===== config.mk =====
export PLATFORM = sky130hd
export DESIGN_NAME = apb_requester_flat
export DESIGN_NICKNAME = d
export VERILOG_FILES = /design/src/rtl/apb_requester_if.sv /design/src/rtl/apb_requester.sv /design/src/flat_wrapper.sv
export SDC_FILE = /design/constraint.sdc
export NUM_CORES = 1
export LEC_CHECK = 0
export CAP_MARGIN = 0
export CORE_MARGIN = 3
export CORE_UTILIZATION = 30
export DETAILED_ROUTE_END_ITERATION = 10
export GPL_TIMING_DRIVEN = 0
export HOLD_SLACK_MARGIN = 0.15
export PLACE_DENSITY = 0.7
export SYNTH_ARGS = -nofsm -noshare
export SYNTH_HDL_FRONTEND = slang
export SYNTH_SLANG_ARGS = --single-unit

===== constraint.sdc =====
create_clock -name clk -period 4.6 [get_ports clk]
set_input_delay 1.38 -clock clk [delete_from_list [all_inputs] [get_ports clk]]
set_output_delay 1.38 -clock clk [all_outputs]
set_load 0.05 [all_outputs]

===== src/rtl/apb_requester_if.sv =====
// apb_requester_if: command/response stream plus APB bus bundle for apb_requester
interface apb_requester_if #(
    parameter int ADDR_W = 32,
    parameter int DATA_W = 32
);
    logic              cmd_valid;
    logic              cmd_ready;
    logic [ADDR_W-1:0] cmd_addr;
    logic              cmd_write;
    logic [DATA_W-1:0] cmd_wdata;
    logic              rsp_valid;
    logic              rsp_ready;
    logic [DATA_W-1:0] rsp_rdata;
    logic              rsp_err;
    logic              rsp_timeout;
    logic [ADDR_W-1:0] paddr;
    logic              psel;
    logic              penable;
    logic              pwrite;
    logic [DATA_W-1:0] pwdata;
    logic [DATA_W-1:0] prdata;
    logic              pready;
    logic              pslverr;

    modport master (
        input  cmd_valid, cmd_addr, cmd_write, cmd_wdata, rsp_ready, prdata, pready, pslverr,
        output cmd_ready, rsp_valid, rsp_rdata, rsp_err, rsp_timeout, paddr, psel, penable, pwrite, pwdata
    );

    modport slave (
        output cmd_valid, cmd_addr, cmd_write, cmd_wdata, rsp_ready, prdata, pready, pslverr,
        input  cmd_ready, rsp_valid, rsp_rdata, rsp_err, rsp_timeout, paddr, psel, penable, pwrite, pwdata
    );
endinterface


===== src/rtl/apb_requester.sv =====
// apb_requester: single-outstanding command stream to APB SETUP/ACCESS transfers with response stream
module apb_requester #(
    parameter int ADDR_W  = 32,
    parameter int DATA_W  = 32,
    parameter int TIMEOUT = 255
) (
    input logic            clk,
    input logic            rst_n,
    apb_requester_if.master bus
);
    localparam logic [1:0] IDLE   = 2'd0;
    localparam logic [1:0] SETUP  = 2'd1;
    localparam logic [1:0] ACCESS = 2'd2;
    localparam logic [1:0] RESP   = 2'd3;
    localparam int CW = TIMEOUT > 0 ? $clog2(TIMEOUT + 1) : 1;

    logic [1:0]        state;
    logic [CW-1:0]     cnt;
    logic [ADDR_W-1:0] addr_in;
    logic [DATA_W-1:0] rd_next;
    logic              misaligned;
    logic              expired;

    assign bus.cmd_ready = (state == IDLE) && rst_n;
    assign addr_in       = bus.cmd_addr;
    assign misaligned    = |addr_in[1:0];
    assign expired       = (TIMEOUT != 0) && (cnt == CW'(TIMEOUT));
    assign rd_next       = (!bus.pwrite && !bus.pslverr) ? bus.prdata : '0;

    // Transfer sequencing; misaligned commands skip the bus, APB fields hold between transfers
    always_ff @(posedge clk) begin
        if (!rst_n) begin
            state           <= IDLE;
            cnt             <= '0;
            bus.psel        <= 1'b0;
            bus.penable     <= 1'b0;
            bus.pwrite      <= 1'b0;
            bus.paddr       <= '0;
            bus.pwdata      <= '0;
            bus.rsp_valid   <= 1'b0;
            bus.rsp_err     <= 1'b0;
            bus.rsp_timeout <= 1'b0;
            bus.rsp_rdata   <= '0;
        end else begin
            case (state)
                IDLE: if (bus.cmd_valid) begin
                    if (misaligned) begin
                        state           <= RESP;
                        bus.rsp_valid   <= 1'b1;
                        bus.rsp_err     <= 1'b1;
                        bus.rsp_timeout <= 1'b0;
                        bus.rsp_rdata   <= '0;
                    end else begin
                        state      <= SETUP;
                        bus.psel   <= 1'b1;
                        bus.paddr  <= addr_in;
                        bus.pwrite <= bus.cmd_write;
                        bus.pwdata <= bus.cmd_wdata;
                    end
                end
                SETUP: begin
                    state       <= ACCESS;
                    bus.penable <= 1'b1;
                    cnt         <= '0;
                end
                ACCESS: begin
                    if (bus.pready || expired) begin
                        state           <= RESP;
                        bus.psel        <= 1'b0;
                        bus.penable     <= 1'b0;
                        bus.rsp_valid   <= 1'b1;
                        bus.rsp_err     <= bus.pready ? bus.pslverr : 1'b1;
                        bus.rsp_timeout <= !bus.pready;
                        bus.rsp_rdata   <= bus.pready ? rd_next : '0;
                    end else begin
                        cnt <= cnt + CW'(1);
                    end
                end
                default: if (bus.rsp_ready) begin
                    state         <= IDLE;
                    bus.rsp_valid <= 1'b0;
                end
            endcase
        end
    end
endmodule


===== src/flat_wrapper.sv =====
// flat-port wrapper written by rule: the top's interface ports become plain ports
module apb_requester_flat 
#(
    parameter int ADDR_W  = 32,
    parameter int DATA_W  = 32,
    parameter int TIMEOUT = 255
)
  (clk, rst_n, bus_cmd_valid, bus_cmd_addr, bus_cmd_write, bus_cmd_wdata, bus_rsp_ready, bus_prdata, bus_pready, bus_pslverr, bus_cmd_ready, bus_rsp_valid, bus_rsp_rdata, bus_rsp_err, bus_rsp_timeout, bus_paddr, bus_psel, bus_penable, bus_pwrite, bus_pwdata);
  apb_requester_if #(.ADDR_W(ADDR_W), .DATA_W(DATA_W)) bus_i ();
  input logic clk;
  input logic rst_n;
  input wire logic [$bits(bus_i.cmd_valid)-1:0] bus_cmd_valid;
  input wire logic [$bits(bus_i.cmd_addr)-1:0] bus_cmd_addr;
  input wire logic [$bits(bus_i.cmd_write)-1:0] bus_cmd_write;
  input wire logic [$bits(bus_i.cmd_wdata)-1:0] bus_cmd_wdata;
  input wire logic [$bits(bus_i.rsp_ready)-1:0] bus_rsp_ready;
  input wire logic [$bits(bus_i.prdata)-1:0] bus_prdata;
  input wire logic [$bits(bus_i.pready)-1:0] bus_pready;
  input wire logic [$bits(bus_i.pslverr)-1:0] bus_pslverr;
  output wire logic [$bits(bus_i.cmd_ready)-1:0] bus_cmd_ready;
  output wire logic [$bits(bus_i.rsp_valid)-1:0] bus_rsp_valid;
  output wire logic [$bits(bus_i.rsp_rdata)-1:0] bus_rsp_rdata;
  output wire logic [$bits(bus_i.rsp_err)-1:0] bus_rsp_err;
  output wire logic [$bits(bus_i.rsp_timeout)-1:0] bus_rsp_timeout;
  output wire logic [$bits(bus_i.paddr)-1:0] bus_paddr;
  output wire logic [$bits(bus_i.psel)-1:0] bus_psel;
  output wire logic [$bits(bus_i.penable)-1:0] bus_penable;
  output wire logic [$bits(bus_i.pwrite)-1:0] bus_pwrite;
  output wire logic [$bits(bus_i.pwdata)-1:0] bus_pwdata;
  assign bus_i.cmd_valid = bus_cmd_valid;
  assign bus_i.cmd_addr = bus_cmd_addr;
  assign bus_i.cmd_write = bus_cmd_write;
  assign bus_i.cmd_wdata = bus_cmd_wdata;
  assign bus_i.rsp_ready = bus_rsp_ready;
  assign bus_i.prdata = bus_prdata;
  assign bus_i.pready = bus_pready;
  assign bus_i.pslverr = bus_pslverr;
  assign bus_cmd_ready = bus_i.cmd_ready;
  assign bus_rsp_valid = bus_i.rsp_valid;
  assign bus_rsp_rdata = bus_i.rsp_rdata;
  assign bus_rsp_err = bus_i.rsp_err;
  assign bus_rsp_timeout = bus_i.rsp_timeout;
  assign bus_paddr = bus_i.paddr;
  assign bus_psel = bus_i.psel;
  assign bus_penable = bus_i.penable;
  assign bus_pwrite = bus_i.pwrite;
  assign bus_pwdata = bus_i.pwdata;
  apb_requester #(.ADDR_W(ADDR_W), .DATA_W(DATA_W), .TIMEOUT(TIMEOUT)) u_core (.clk(clk), .rst_n(rst_n), .bus(bus_i));
endmodule

---- After elaboration in Yosys (flattened, before gate mapping) ----
Cells that the tools add are included.
storage, ports and cells
  bits in registers ....................... 112
  word-level logic and storage cells ...... 71
cells by class
  add/subtract/negate cells ............... 1
  equal/unequal tests ..................... 8
  multiplexer cells ....................... 30
  bitwise logic cells ..................... 2
  reductions and logical operators ........ 19
operators with widths
  kind                                                             number
  32-bit two-way mux                                               5
  32-bit one-hot mux with 2 select lines                           1
  8-bit one-hot mux with 2 select lines                            1
  1-bit two-way mux                                                12
  8-bit by 1-bit adder with 8-bit output, second input constant    1
  8-bit == test, second input constant                             1
  2-bit two-way mux                                                4
  8-bit two-way mux                                                1
  1-bit one-hot mux with 2 select lines                            4
  4-bit AND reduction                                              2
  2-bit != test, second input constant                             3
  2-bit one-hot mux with 3 select lines                            1
  3-bit AND reduction                                              2
  5-bit AND reduction                                              1
  2-bit by 1-bit != test with 1-bit output, second input constant  2
  2-bit AND reduction                                              2
  2-bit nonzero test                                               2
  4-bit nonzero test                                               1
  1-bit logical NOT                                                3
  1-bit one-hot mux with 3 select lines                            1
  3-bit nonzero test                                               1
  2-bit by 1-bit == test with 1-bit output, second input constant  1
  2-bit == test, second input constant                             1
  1-bit logical AND                                                2
  4 further kinds                                                  5

---- Longest topological paths before layout ----
Gate-level depths: netlist of the first run.
  word-level depth ........................ 6
  depth in mapped cells ................... 8
  mapped depth without buffers ............ 6

---- Worst setup path after synthesis of the first run ----
OpenSTA, ideal clock, no wires.
  path type ............................... input -> output
  start ................................... in rst_n
  end ..................................... out bus_cmd_ready
  arrival time ............................ 2056 ps
  setup slack ............................. 1164 ps
  stages on the path ...................... 2
  cells stage by stage .................... clkbuf_1 -> and2_1
between the ends
  word-level cells in the longest chain between the ends .. 1
RTL lines
  what               RTL line             source
  from (decl)        flat_wrapper.sv:11   input logic rst_n;
  1-bit logical AND  apb_requester.sv:24  assign bus.cmd_ready = (state == IDLE) && rst_n;
  to (decl)          flat_wrapper.sv:20   output wire logic [$bits(bus_i.cmd_ready)-1:0] bus_cmd_ready;
Every way passes these cells.

---- Worst setup path in the final report of the first run ----
Ends and elaborated chain as after synthesis.

==> run summary, run 1 <==
The run finished with clean final reports. For the count of warnings emitted by yosys, the log shows 0. STA classifies the critical path endpoint as an output port. The logs give 453 for the gate count after technology mapping and 3999 for the via total after detailed routing. The number of setup violations in the final report came out at 0. Prevailing post-synth register cell: sky130_fd_sc_hd__dfxtp_1.

For this run the aggregate overflow at the end of global routing stands at 0. The category of the most critical setup path was input port to output port. Once the clock tree was built, the setup fixing pass inserted 0 buffers. For the share of the yosys chip area belonging to registers, the log shows 0.549. Across all register-to-register paths, the minimum setup slack is 2.47 ns. Across the VDD grid, the largest voltage drop is 222 uV. For the count of nets left with antenna violations after detail routing, the log shows 0. Number of enable-type register cells in the synthesized netlist: 0. The cell leakage power came out at 2.40 nW. Logic depth of the worst register-to-register path: 7.

After clock tree synthesis, the clock-pin slew on the worst setup and hold paths is 0.07 ns. Sorting the synthesized cells by area gives the leading types as sky130_fd_sc_hd__dfxtp_1, sky130_fd_sc_hd__nand2_1, sky130_fd_sc_hd__a21oi_1, sky130_fd_sc_hd__a22o_1, sky130_fd_sc_hd__buf_2. The critical path goes through clkdlybuf4s50_1 > clkbuf_1 > and2_1 > dlygate4sd2_1. The routed design has 12800 um of wire.

For the pin count of the biggest net entering global routing, the log shows 20. The run gives 561 as the net count of the mapped netlist. Proportion of synthesized flip-flops having asynchronous set or reset: 0. The starting utilization of the core area was 0.307; the die boundary height was 123 um.

Number of hold violations in the final report: 0. Row count: 42. The clock drives 112 sinks. For hold timing, the worst endpoint is u_core.bus.paddr[11]. The post-synthesis register bit count is 112. The final worst-path cycle share is 0.954, and the worst endpoint data arrival time is 3.01 ns. The die covers 15100 um^2. The detailed-route wire length per cell came out at 15.1 um. For this design the ratio of total power to cell area is 381 nW/um^2. For the wire length of the first global-routing pass, the log shows 19900 um. The number of global-route vias before repair came out at 3990. The first TritonRoute pass finished after 5 iterations. The logs give 176 for the number of DRC violations after detailed-routing iteration 0 and 3 for the number of levels in the clock H-tree. The slew at the pin with the worst max-slew slack works out to 0.767 ns. Based on the critical path, the design can be clocked at up to 228 MHz. The end of the worst register-to-register path is u_core.bus.paddr[19]. The total DRC errors in the routed layout is 0, and the final worst slack is 0.213 ns. The library cells used most frequently in the layout, excluding fill and tap cells, are sky130_fd_sc_hd__clkdlybuf4s50_1, sky130_fd_sc_hd__nand2_1, sky130_fd_sc_hd__dfxtp_1. The sum of buffers and inverters on the critical path is 3, and the routed via count divided by cell count is 4.71.

The setup total negative slack is 0 ns, and the initial antenna violation count is 0. The cell sitting at the root of the clock tree is a sky130_fd_sc_hd__clkbuf_16. The area growth from synthesis to layout is 62.5%. TritonCTS built the clock tree.

On the worst path, the slowest cell contributes a delay of 0.54 ns. The post-synthesis area per instance was 9.02 um^2. The die is 123 um wide. The worst min-delay path class is register to register. The tools report the required time of the worst setup path as 3.22 ns. The run gives 0 as the number of maximum-capacitance constraint violations. The routability congestion estimate from global placement was 0.783; the worst slew slack as a fraction of its limit was 0.486.

In this run the standard cell core region covers 13300 um^2. Setup repair after global routing left no endpoint under its margin. Summed instance area of the synthesized netlist: 4090 um^2.

The number of distinct standard cells referenced by the synthesized netlist was 44. The worst setup path is launched from an input port. Before CTS, the worst setup slack after placement is -0.0539 ns. The shortest clock period the worst path allows after layout works out to 4.39 ns. The clock network latency to the later pin of the worst-skew pair came out at 0.35 ns. The slowest stage of the critical path belongs to the cell sky130_fd_sc_hd__clkdlybuf4s50_1. For this design the top-level I/O count stands at 206. The number of buffers created by CTS is 9.

In this run the worst path has a maximum fanout of 10. The fraction of layout instances using a drive strength above 1 is 0.0684, and the instance count along the most critical hold path is 2. Leaving out fill and tap cells, the most frequent cell in the layout is sky130_fd_sc_hd__clkdlybuf4s50_1. The startpoint of the tightest hold check path was u_core.bus.paddr[11]. Total track usage: 0.168.

Broken down by cell family, the worst path's largest delay share belongs to buffers and inverters. The HPWL after detailed placement is 9840 um. The reg-to-reg critical path startpoint was u_core.state[1]. Clock skew: 0.00572 ns. The count of buffers from port buffering works out to 205. The cell type contributing the most total cell area after synthesis is sky130_fd_sc_hd__dfxtp_1.

The longest clock path from root to sink contains 2 buffers. In the final design database the tool counted 777 nets. The proportion of netlist area held by the largest area contributor is 0.549, and the count of pins over their slew limit is 0.

The run gives 0 as the count of inserted antenna diode cells.
[worst max path at each step]
stage / cells past startpoint / from / slack, ns / to
after floorplan: 2 / rst_n / 1.16 / bus_cmd_ready
after global placement: 4 / rst_n / -0.06 / bus_cmd_ready
after detailed placement: 4 / rst_n / -0.05 / bus_cmd_ready
after CTS: 4 / rst_n / 0.21 / bus_cmd_ready
after global routing: 4 / rst_n / 0.14 / bus_cmd_ready
final: 4 / rst_n / 0.21 / bus_cmd_ready
[synthesized netlist by cell type (2+ instances only)]
master and number:
sky130_fd_sc_hd__clkbuf_1 10, sky130_fd_sc_hd__or4_1 3, sky130_fd_sc_hd__ha_1 5, sky130_fd_sc_hd__nand3_1 2
sky130_fd_sc_hd__o21a_1 2, sky130_fd_sc_hd__a21oi_1 70, sky130_fd_sc_hd__o21ai_0 3, sky130_fd_sc_hd__o211ai_1 2
sky130_fd_sc_hd__a21oi_2 2, sky130_fd_sc_hd__dfxtp_1 112, sky130_fd_sc_hd__buf_2 15, sky130_fd_sc_hd__o31ai_1 2
sky130_fd_sc_hd__nor3_1 2, sky130_fd_sc_hd__inv_1 4, sky130_fd_sc_hd__mux2i_1 2, sky130_fd_sc_hd__nand2_1 139
sky130_fd_sc_hd__a22o_1 33, sky130_fd_sc_hd__buf_6 3, sky130_fd_sc_hd__nand2b_1 2, sky130_fd_sc_hd__and3_1 5
sky130_fd_sc_hd__a311oi_2 2, sky130_fd_sc_hd__and2_1 2, sky130_fd_sc_hd__nor2_1 7, sky130_fd_sc_hd__a31o_1 3
sky130_fd_sc_hd__and4b_1 2
[flip-flops by register name (all words and copies together), names as in the netlist, 2 cells and up]
| signal | cells |
|---|---|
| u_core.bus.paddr | 32 |
| u_core.bus.pwdata | 32 |
| u_core.bus.rsp_rdata | 32 |
| u_core.cnt | 8 |
| u_core.state | 2 |
[per-stage QoR]
step / hold WS (ns) / power [mW] / util / cells / area, um^2
2_1_floorplan: 0.464 / 1.53 / - / 453 / 4090
3_3_place_gp: 0.441 / 1.81 / 0.478 / 834 / 6360
3_5_place_dp: 0.448 / 1.82 / 0.478 / 834 / 6360
4_1_cts: 0.459 / 2.56 / 0.499 / 849 / 6640
5_1_grt: 0.476 / 2.67 / 0.499 / 849 / 6640
6_report: 0.457 / 2.53 / 0.499 / 849 / 6640
[cell type report]
| type | count | area, um^2 |
|---|---|---|
| Inverter | 5 | 18.8 |
| Tap cell | 176 | 220 |
| Clock buffer | 9 | 225 |
| Timing Repair Buffer | 205 | 2050 |
| Clock inverter | 6 | 56.3 |
| Multi-Input combinational cell | 307 | 1670 |
| Buffer | 29 | 154 |
| Sequential cell | 112 | 2240 |
| Fill cell | 1233 | 6660 |
[power by group]
part | switching (mW) | internal, mW | total, mW
Combinational | 0.449 | 0.275 | 0.724
Clock | 0.364 | 0.372 | 0.736
Sequential | 0.0388 | 1.03 | 1.07
Total | 0.852 | 1.68 | 2.53
[kinds of logic (layout without fill, tap and decap cells)]
kind of cell    Yosys count  count (layout)  share of synthesized area
compound gates          125             125                      0.202
xor+xnor                  1               1                    0.00214
fa+ha+maj                 5               5                     0.0153
buf+inv                  34             254                     0.0423
flops                   112             112                      0.549
mux                       2               2                    0.00490
simple gates            174             174                      0.184
[per-layer routing]
layer / part of all wire / global-route usage / up-vias
li1: - / - / 1987
met1: 0.42 / 0.196 / 1859
met2: 0.50 / 0.292 / 129
met3: 0.063 / 0.0438 / 24
met4: 0.023 / 0.0679 / 0
met5: 0 / 0 / -
[worst reg2reg max path, delay by kind of cell, from the launching register on]
family,cells,cell delay (ns)
AOI/OAI and AO/OA,1,0.13
adders and majority gates,1,0.29
buffers and inverters,2,0.48
DFF,1,0.35
and+or+nand+nor,3,0.81
[repair_timing]
item | 4_1_cts | 5_1_grt
setup endpoints to repair | 1 | 0
hold buffers | 0 | 0
gates resized for setup | 1 | 0
Note: power is estimated with default switching activity, not from simulation.
==> inputs of run 2 (changes only) <==
Settings changed: CELL_PAD_IN_SITES_DETAIL_PLACEMENT set to 1, CELL_PAD_IN_SITES_GLOBAL_PLACEMENT set to 1, PLACE_DENSITY 0.7 to 0.91.
==> run 2 against run 1 <==
Net effect: sequential power barely moved; fmax rose by 5.3%; via count rose by 3.5%; clock skew rose by 0.00062 ns; critical path depth did not move; hold slack got worse by 0.00068 ns; clock-buffer cell count rose by 2; core utilization rose by 0.14 points; global-route usage rose by 2.1 points; non-clock buffer count did not move; first-iteration DRC count fell by 0.57%; sequential cell count did not move.
==> run summary, run 2 (synthesis gave the netlist of run 1 again) <==
The tools report the area of the multi-input gates as 1670 um^2 (unchanged). The row count is 42 (unchanged). The clock network power share is 0.301 (+0.010), and the layout overhead on the synthesized area is 62.9%. The run gives 14800 um (+15%) as the overall routed net length.

The number of levels in the clock H-tree was 3 (unchanged). The shortest clock period the worst path allows after layout was 4.16 ns (-0.222 ns); the I/O pin count was 206 (unchanged). Detailed-route wire length per cell: 17.4 um (+15%). For the worst endpoint data arrival time, the log shows 2.78 ns (-0.23 ns). The largest registers in the layout are u_core.bus.paddr: 32 flops, u_core.bus.pwdata: 32 flops, u_core.bus.rsp_rdata: 32 flops.

The run gives 0 (unchanged) as the number of hold violations in the final report. The wire length of the first global-routing pass was 22200 um (+12%). The switching share of total power works out to 0.325 (-0.0119). The logs give 0.830 (+6.0%) for the routability congestion estimate from global placement and 0.35 ns (about the same) for the clock network latency to the later pin of the worst-skew pair.

The placeable core region is 13300 um^2 (unchanged), and the number of DRC violations after detailed-routing iteration 0 is 175 (-0.57%). The die boundary height is 123 um (unchanged). The number of setup violations in the final report was 0 (unchanged). The tools report the number of nets in the layout as 777 (unchanged). For the HPWL after detailed placement, the log shows 11500 um (+17%). The final worst-path cycle share was 0.905 (-0.0483). The category of the most critical setup path is input port to output port.

In this run the clock root is driven by a sky130_fd_sc_hd__clkbuf_16. The total of fill cells in the finished design is 1532 (+24%). The run gives 0 (unchanged) as the total DRC errors in the routed layout.

The setup total negative slack is 0 ns (unchanged), and the pin count of the biggest net entering global routing is 17 (-15%). Number of search-and-repair iterations in the first detailed-routing pass: 4 (-1). The library cell used most frequently in the layout, excluding fill and tap cells, is sky130_fd_sc_hd__clkdlybuf4s50_1.

The flow ran to the end, and the final reports show no timing, DRC or antenna violations. The power spent charging and discharging nets was 0.844 mW (-0.92%); the slew at the pin with the worst max-slew slack was 0.725 ns (-0.0423 ns). The logs give 0.286 (about the same) for the portion of total power attributed to combinational logic and 240 MHz (+5.3%) for the fmax. The worst min-delay path class is register to register.

The clock slew seen by the registers of the worst setup and hold paths works out to 0.07 ns (about the same). The count of buffers from port buffering is 205 (unchanged), and the relative contribution of sequential cells to total power is 0.413 (-0.010). STA classifies the critical path endpoint as an output port. Floorplan die width: 123 um (unchanged). The tools report the overall die area as 15100 um^2 (unchanged). For the number of buffers created by CTS, the log shows 9 (unchanged).

The total track usage was 0.189 (+0.0205); the count of pins over their slew limit was 0 (unchanged). The clock skew was 0.00634 ns (+0.000620 ns); the power density over cell area was 390 nW/um^2 (+2.4%). The count of nets left with antenna violations after detail routing was 0 (unchanged); the initial antenna violation count was 0 (unchanged). Leaving out fill and tap cells, the most frequent cells in the layout are sky130_fd_sc_hd__clkdlybuf4s50_1, sky130_fd_sc_hd__nand2_1, sky130_fd_sc_hd__dfxtp_1. The peak supply drop came out at 224 uV (+1.2%). STA classifies the critical path startpoint as an input port. The fraction of layout instances using a drive strength above 1 was 0.0685 (+0.000102); the count of inserted antenna diode cells was 0 (unchanged). The run gives 0 (unchanged) as the number of buffers inserted by hold repair at cts.

The number of clock sinks seen by CTS was 112 (unchanged). The routed via count divided by cell count was 4.88 (+3.6%). The register area is 2240 um^2 (unchanged).

Starting utilization of the core area: 0.307 (unchanged). TritonCTS built the clock tree. The number of maximum-capacitance constraint violations is 0 (unchanged), and the maximum fanout along the worst path is 10 (unchanged). The cell leakage power was 2.43 nW (+1.2%). The internal portion of total power is 1.75 mW (+4.5%). The worst slew slack as a fraction of its limit was 0.514 (+0.0284); the post-place instance area was 6360 um^2 (unchanged). Setup repair after global routing left no endpoint under its margin.

Required time of the worst setup path: 3.22 ns (about the same). The via total after detailed routing is 4138 (+3.5%). For the residual overflow from global routing, the log shows 0 (unchanged). The number of global-route vias before repair was 4389 (+10%); the number of buffers on the longest clock path was 2 (unchanged). The final non-filler cell area is 6660 um^2 (+0.28%).
-- run 2: power groups by stage --
stage	combinational, mW	sequential [mW]	clock [mW]
6_report	0.743	1.07	0.782
5_1_grt	0.795	1.08	0.848
4_1_cts	0.749	1.07	0.805
3_5_place_dp	0.742	1.09	0
3_3_place_gp	0.714	1.09	0
2_1_floorplan	0.263	1.27	0
-- run 2: routing by layer --
layer	GRT usage	part of all wire	up-vias
met4	0.0770	0.019	0
li1	-	-	1982
met2	0.354	0.53	128
met1	0.198	0.38	2006
met3	0.0475	0.065	22
met5	0	0	-
-- run 2: layout make-up --
cell class	instances	share of cell area
Timing Repair Buffer	205	0.309
Clock inverter	3	0.00639
Inverter	5	0.00282
Sequential cell	112	0.337
Clock buffer	11	0.0380
Multi-Input combinational cell	307	0.251
Tap cell	176	0.0331
Buffer	29	0.0233
-- run 2: worst paths after layout --
kind / start / to / slack (ns) / depth (start not counted)
worst max register to register: u_core.state[1] / u_core.bus.paddr[19] / 2.44 / 7
worst max-delay path: rst_n / bus_cmd_ready / 0.44 / 4
worst min register to register: u_core.bus.pwdata[13] / u_core.bus.pwdata[13] / 0.46 / 2
worst min-delay path: u_core.bus.pwdata[13] / u_core.bus.pwdata[13] / 0.46 / 2
-- run 2: per-stage QoR --
step	utilization	instances	power (mW)	setup slack, ns	hold WS [ns]
3_3_place_gp	0.478	834	1.80	-0.148	0.442
3_5_place_dp	0.478	834	1.84	-0.149	0.448
5_1_grt	0.501	848	2.72	0.331	0.477
6_report	0.501	848	2.60	0.435	0.456
2_1_floorplan	-	453	1.53	1.16	0.464
4_1_cts	0.501	848	2.63	0.0285	0.460
-- run 2: timing repair --
item                                    CTS  global route
resized for setup                         1             1
setup buffers                             0             0
endpoints found under the setup margin    1             1
cloned                                    0             0
-- run 2: worst max-delay path: stages --
cell and delay [ns]:
sky130_fd_sc_hd__clkdlybuf4s50_1 0.54, sky130_fd_sc_hd__clkbuf_2 0.27, sky130_fd_sc_hd__and2_1 0.17, sky130_fd_sc_hd__dlymetal6s2s_1 0.42
==> inputs of run 3 (changes only) <==
==> constraint.sdc (replaced) <==
create_clock -name clk -period 4.6 [get_ports clk]
set_input_delay 0.69 -clock clk [delete_from_list [all_inputs] [get_ports clk]]
set_output_delay 0.69 -clock clk [all_outputs]
set_load 0.05 [all_outputs]
==> run 3 against run 2 <==
Net effect: cell count stayed put; fmax is 23% higher; register-to-register slack barely moved; design area about the same; critical path depth unchanged; core utilization is essentially flat; first-iteration DRC count down 3.4%; sequential share of layout area about the same; clock-buffer cell count stayed put; sequential cell count stayed put; die area unchanged; power is essentially flat.
==> run summary, run 3 (synthesis gave the netlist of run 1 again) <==
The floorplan die width works out to 123 um (unchanged). The number of levels in the clock H-tree came out at 3 (unchanged). The number of clock sinks seen by CTS is 112 (unchanged), and the power density over cell area is 391 nW/um^2 (about the same). The HPWL after detailed placement came out at 11500 um (unchanged). For the internal portion of total power, the log shows 1.75 mW (about the same).

The clock slew seen by the registers of the worst setup and hold paths works out to 0.07 ns (about the same). The logic depth of the worst register-to-register path is 7 (unchanged). The critical path's largest stage delay is 0.81 ns (+0.27 ns). The cell with the biggest individual delay on the critical path was sky130_fd_sc_hd__clkdlybuf4s50_1.

The flow ran to the end, and the final reports show no timing, DRC or antenna violations. The number of DRC violations after detailed-routing iteration 0 came out at 169 (-3.4%). The endpoint identified for the worst register-to-register timing path is u_core.bus.paddr[19]. The tools report the worst-case register-to-register setup slack as 2.45 ns (about the same).

The number of global-route vias before repair is 4389 (unchanged), and the wire length of the first global-routing pass is 22200 um (unchanged). The run gives 6360 um^2 (unchanged) as the post-place instance area. The tools report the I/O pin count as 206 (unchanged). The logs give 0 (unchanged) for the number of maximum-capacitance constraint violations and 226 uV (+0.96%) for the peak supply drop. The run gives 0.35 ns (about the same) as the clock network latency to the later pin of the worst-skew pair. The layout overhead on the synthesized area was 62.8% (about the same).

The capturing element type of the critical path is an output port. The global routing usage on met1 is 0.198 (unchanged). Most frequent standard cell in the layout excluding fill and tap cells: sky130_fd_sc_hd__clkdlybuf4s50_1. The via total after detailed routing was 4122 (-0.39%); the total of fill cells in the finished design was 1533 (+0.065%).

The number of buffers on the longest clock path is 2 (unchanged). The relative contribution of sequential cells to total power is 0.413 (about the same). The logs give 0.0475 (unchanged) for the met3 layer usage reported by global route and 0 (unchanged) for the count of nets left with antenna violations after detail routing.

The tools report the total power after layout as 2.60 mW (about the same). The clock skew came out at 0.00625 ns (-0.0000951 ns). The tools report the root buffer selected by CTS as sky130_fd_sc_hd__clkbuf_16. The destination of the critical timing path was bus_cmd_ready. Clock network power share: 0.301 (about the same).

Setup repair after global routing left no endpoint under its margin. The setup total negative slack was 0 ns (unchanged). The placeable core region was 13300 um^2 (unchanged); the fmax was 296 MHz (+23%). The row count is 42 (unchanged), and the power spent charging and discharging nets is 0.844 mW (about the same). The worst endpoint data arrival time is 2.68 ns (-0.10 ns), and the total track usage is 0.189 (unchanged). For the number of hold violations in the final report, the log shows 0 (unchanged).

In this run the worst setup path begins at rst_n. The tools report the number of nets in the layout as 777 (unchanged). The most crowded layer after global routing is met2. The count of buffers from port buffering came out at 205 (unchanged).

The routability congestion estimate from global placement is 0.830 (unchanged). The pin count of the biggest net entering global routing came out at 17 (unchanged). Die boundary height: 123 um (unchanged). The logs give 1.23 ns (+0.791 ns) for the final worst slack and 4 (unchanged) for the number of search-and-repair iterations in the first detailed-routing pass. The count of pins over their slew limit is 0 (unchanged).

The final non-filler cell area came out at 6650 um^2 (about the same). The worst hold path belongs to the class register to register. The logs give 1.23 ns (+1.38 ns) for the placement-stage worst setup slack and 0 (unchanged) for the number of setup violations in the final report.

The worst setup path is of the input port to output port kind. The path length in cells of the critical path works out to 4 (unchanged). Cell class contributing the biggest share of worst-path delay: buffers and inverters. Starting utilization of the core area: 0.307 (unchanged).

Leaving out fill and tap cells, the most frequent cells in the layout are sky130_fd_sc_hd__clkdlybuf4s50_1, sky130_fd_sc_hd__nand2_1, sky130_fd_sc_hd__dfxtp_1. The run gives 15100 um^2 (unchanged) as the overall die area. The tools report the cell leakage power as 2.41 nW (-0.64%). The reg-to-reg critical path startpoint was u_core.state[1].

Number of buffers created by CTS: 9 (unchanged). The required time of the worst setup path is 3.91 ns (+0.69 ns), and the slew at the pin with the worst max-slew slack is 0.713 ns (-0.0113 ns). Portion of total power attributed to combinational logic: 0.286 (about the same).

Maximum fanout along the worst path: 10 (unchanged). The worst setup path is launched from an input port. Cell repeated most along the worst path: sky130_fd_sc_hd__clkdlybuf4s50_1. The detailed-route wire length per cell was 17.4 um (-0.14%); the met2 layer usage reported by global route was 0.354 (unchanged). The overall routed net length was 14700 um (-0.14%); the switching share of total power was 0.325 (about the same).

The sum of buffers and inverters on the critical path is 3 (unchanged), and the number of setup buffers added after CTS is 0 (unchanged). The residual overflow from global routing was 0 (unchanged); the worst slew slack as a fraction of its limit was 0.522 (+0.00759). For the count of inserted antenna diode cells, the log shows 0 (unchanged). The number of gates resized after CTS is 0 (-1). The shortest clock period the worst path allows after layout works out to 3.37 ns (-0.791 ns).

The total DRC errors in the routed layout is 0 (unchanged), and the initial antenna violation count is 0 (unchanged). The fraction of layout instances using a drive strength above 1 was 0.0670 (-0.00149). The final worst-path cycle share is 0.734 (-0.172), and the routed via count divided by cell count is 4.86 (-0.39%).

The largest registers in the layout are u_core.bus.paddr: 32 flops, u_core.bus.pwdata: 32 flops, u_core.bus.rsp_rdata: 32 flops. TritonCTS built the clock tree. The number of buffers inserted by hold repair at cts is 0 (unchanged). End-of-flow core utilization: 0.500 (about the same). Traced cell by cell, the critical path runs through clkdlybuf4s50_1 > clkbuf_1 > and2_1 > clkdlybuf4s50_1.
[run 3: power by group through the flow]
stage	logic, mW	registers, mW	clock network [mW]
floorplan	0.263	1.27	0
global placement	0.714	1.09	0
detailed placement	0.742	1.09	0
CTS	0.749	1.07	0.805
global route	0.796	1.08	0.848
finish	0.744	1.07	0.782
[run 3: worst min-delay path, cell delays in order, from the launching register on]
cell,delay (ns)
sky130_fd_sc_hd__dfxtp_1,0.31
sky130_fd_sc_hd__nand2_1,0.05
sky130_fd_sc_hd__a21oi_1,0.05
[run 3: final cells by class]
cell class	instances	area [um^2]	share of cell area
plain buffers	29	154	0.0231
clock buffers	11	253	0.0380
clock inverters	3	42.5	0.00639
inverters	5	18.8	0.00282
multi-input cells	307	1670	0.251
flip-flops and latches	112	2240	0.337
well taps	176	220	0.0331
repair buffers	205	2050	0.308
[run 3: how the worst min path moves through the flow]
stage                          start                     to  slack (ns)  cells after the start
3_5_place_dp    u_core.bus.paddr[10]   u_core.bus.paddr[10]        0.45                      2
6_report       u_core.bus.pwdata[13]  u_core.bus.pwdata[13]        0.46                      2
2_1_floorplan          u_core.cnt[7]          u_core.cnt[7]        0.46                      2
3_3_place_gp   u_core.bus.pwdata[25]  u_core.bus.pwdata[25]        0.44                      2
5_1_grt         u_core.bus.pwdata[1]   u_core.bus.pwdata[1]        0.48                      2
4_1_cts        u_core.bus.pwdata[13]  u_core.bus.pwdata[13]        0.46                      2
[run 3: layer usage]
metal	part of all wire	up-vias
met4	0.019	0
met1	0.38	1990
met5	0	-
li1	-	1983
met3	0.066	22
met2	0.53	127
[run 3: through the flow]
| stage | hold WS [ns] | instances |
|---|---|---|
| floorplan | 0.464 | 453 |
| global placement | 0.442 | 834 |
| detailed placement | 0.448 | 834 |
| CTS | 0.460 | 848 |
| global route | 0.477 | 848 |
| finish | 0.456 | 848 |
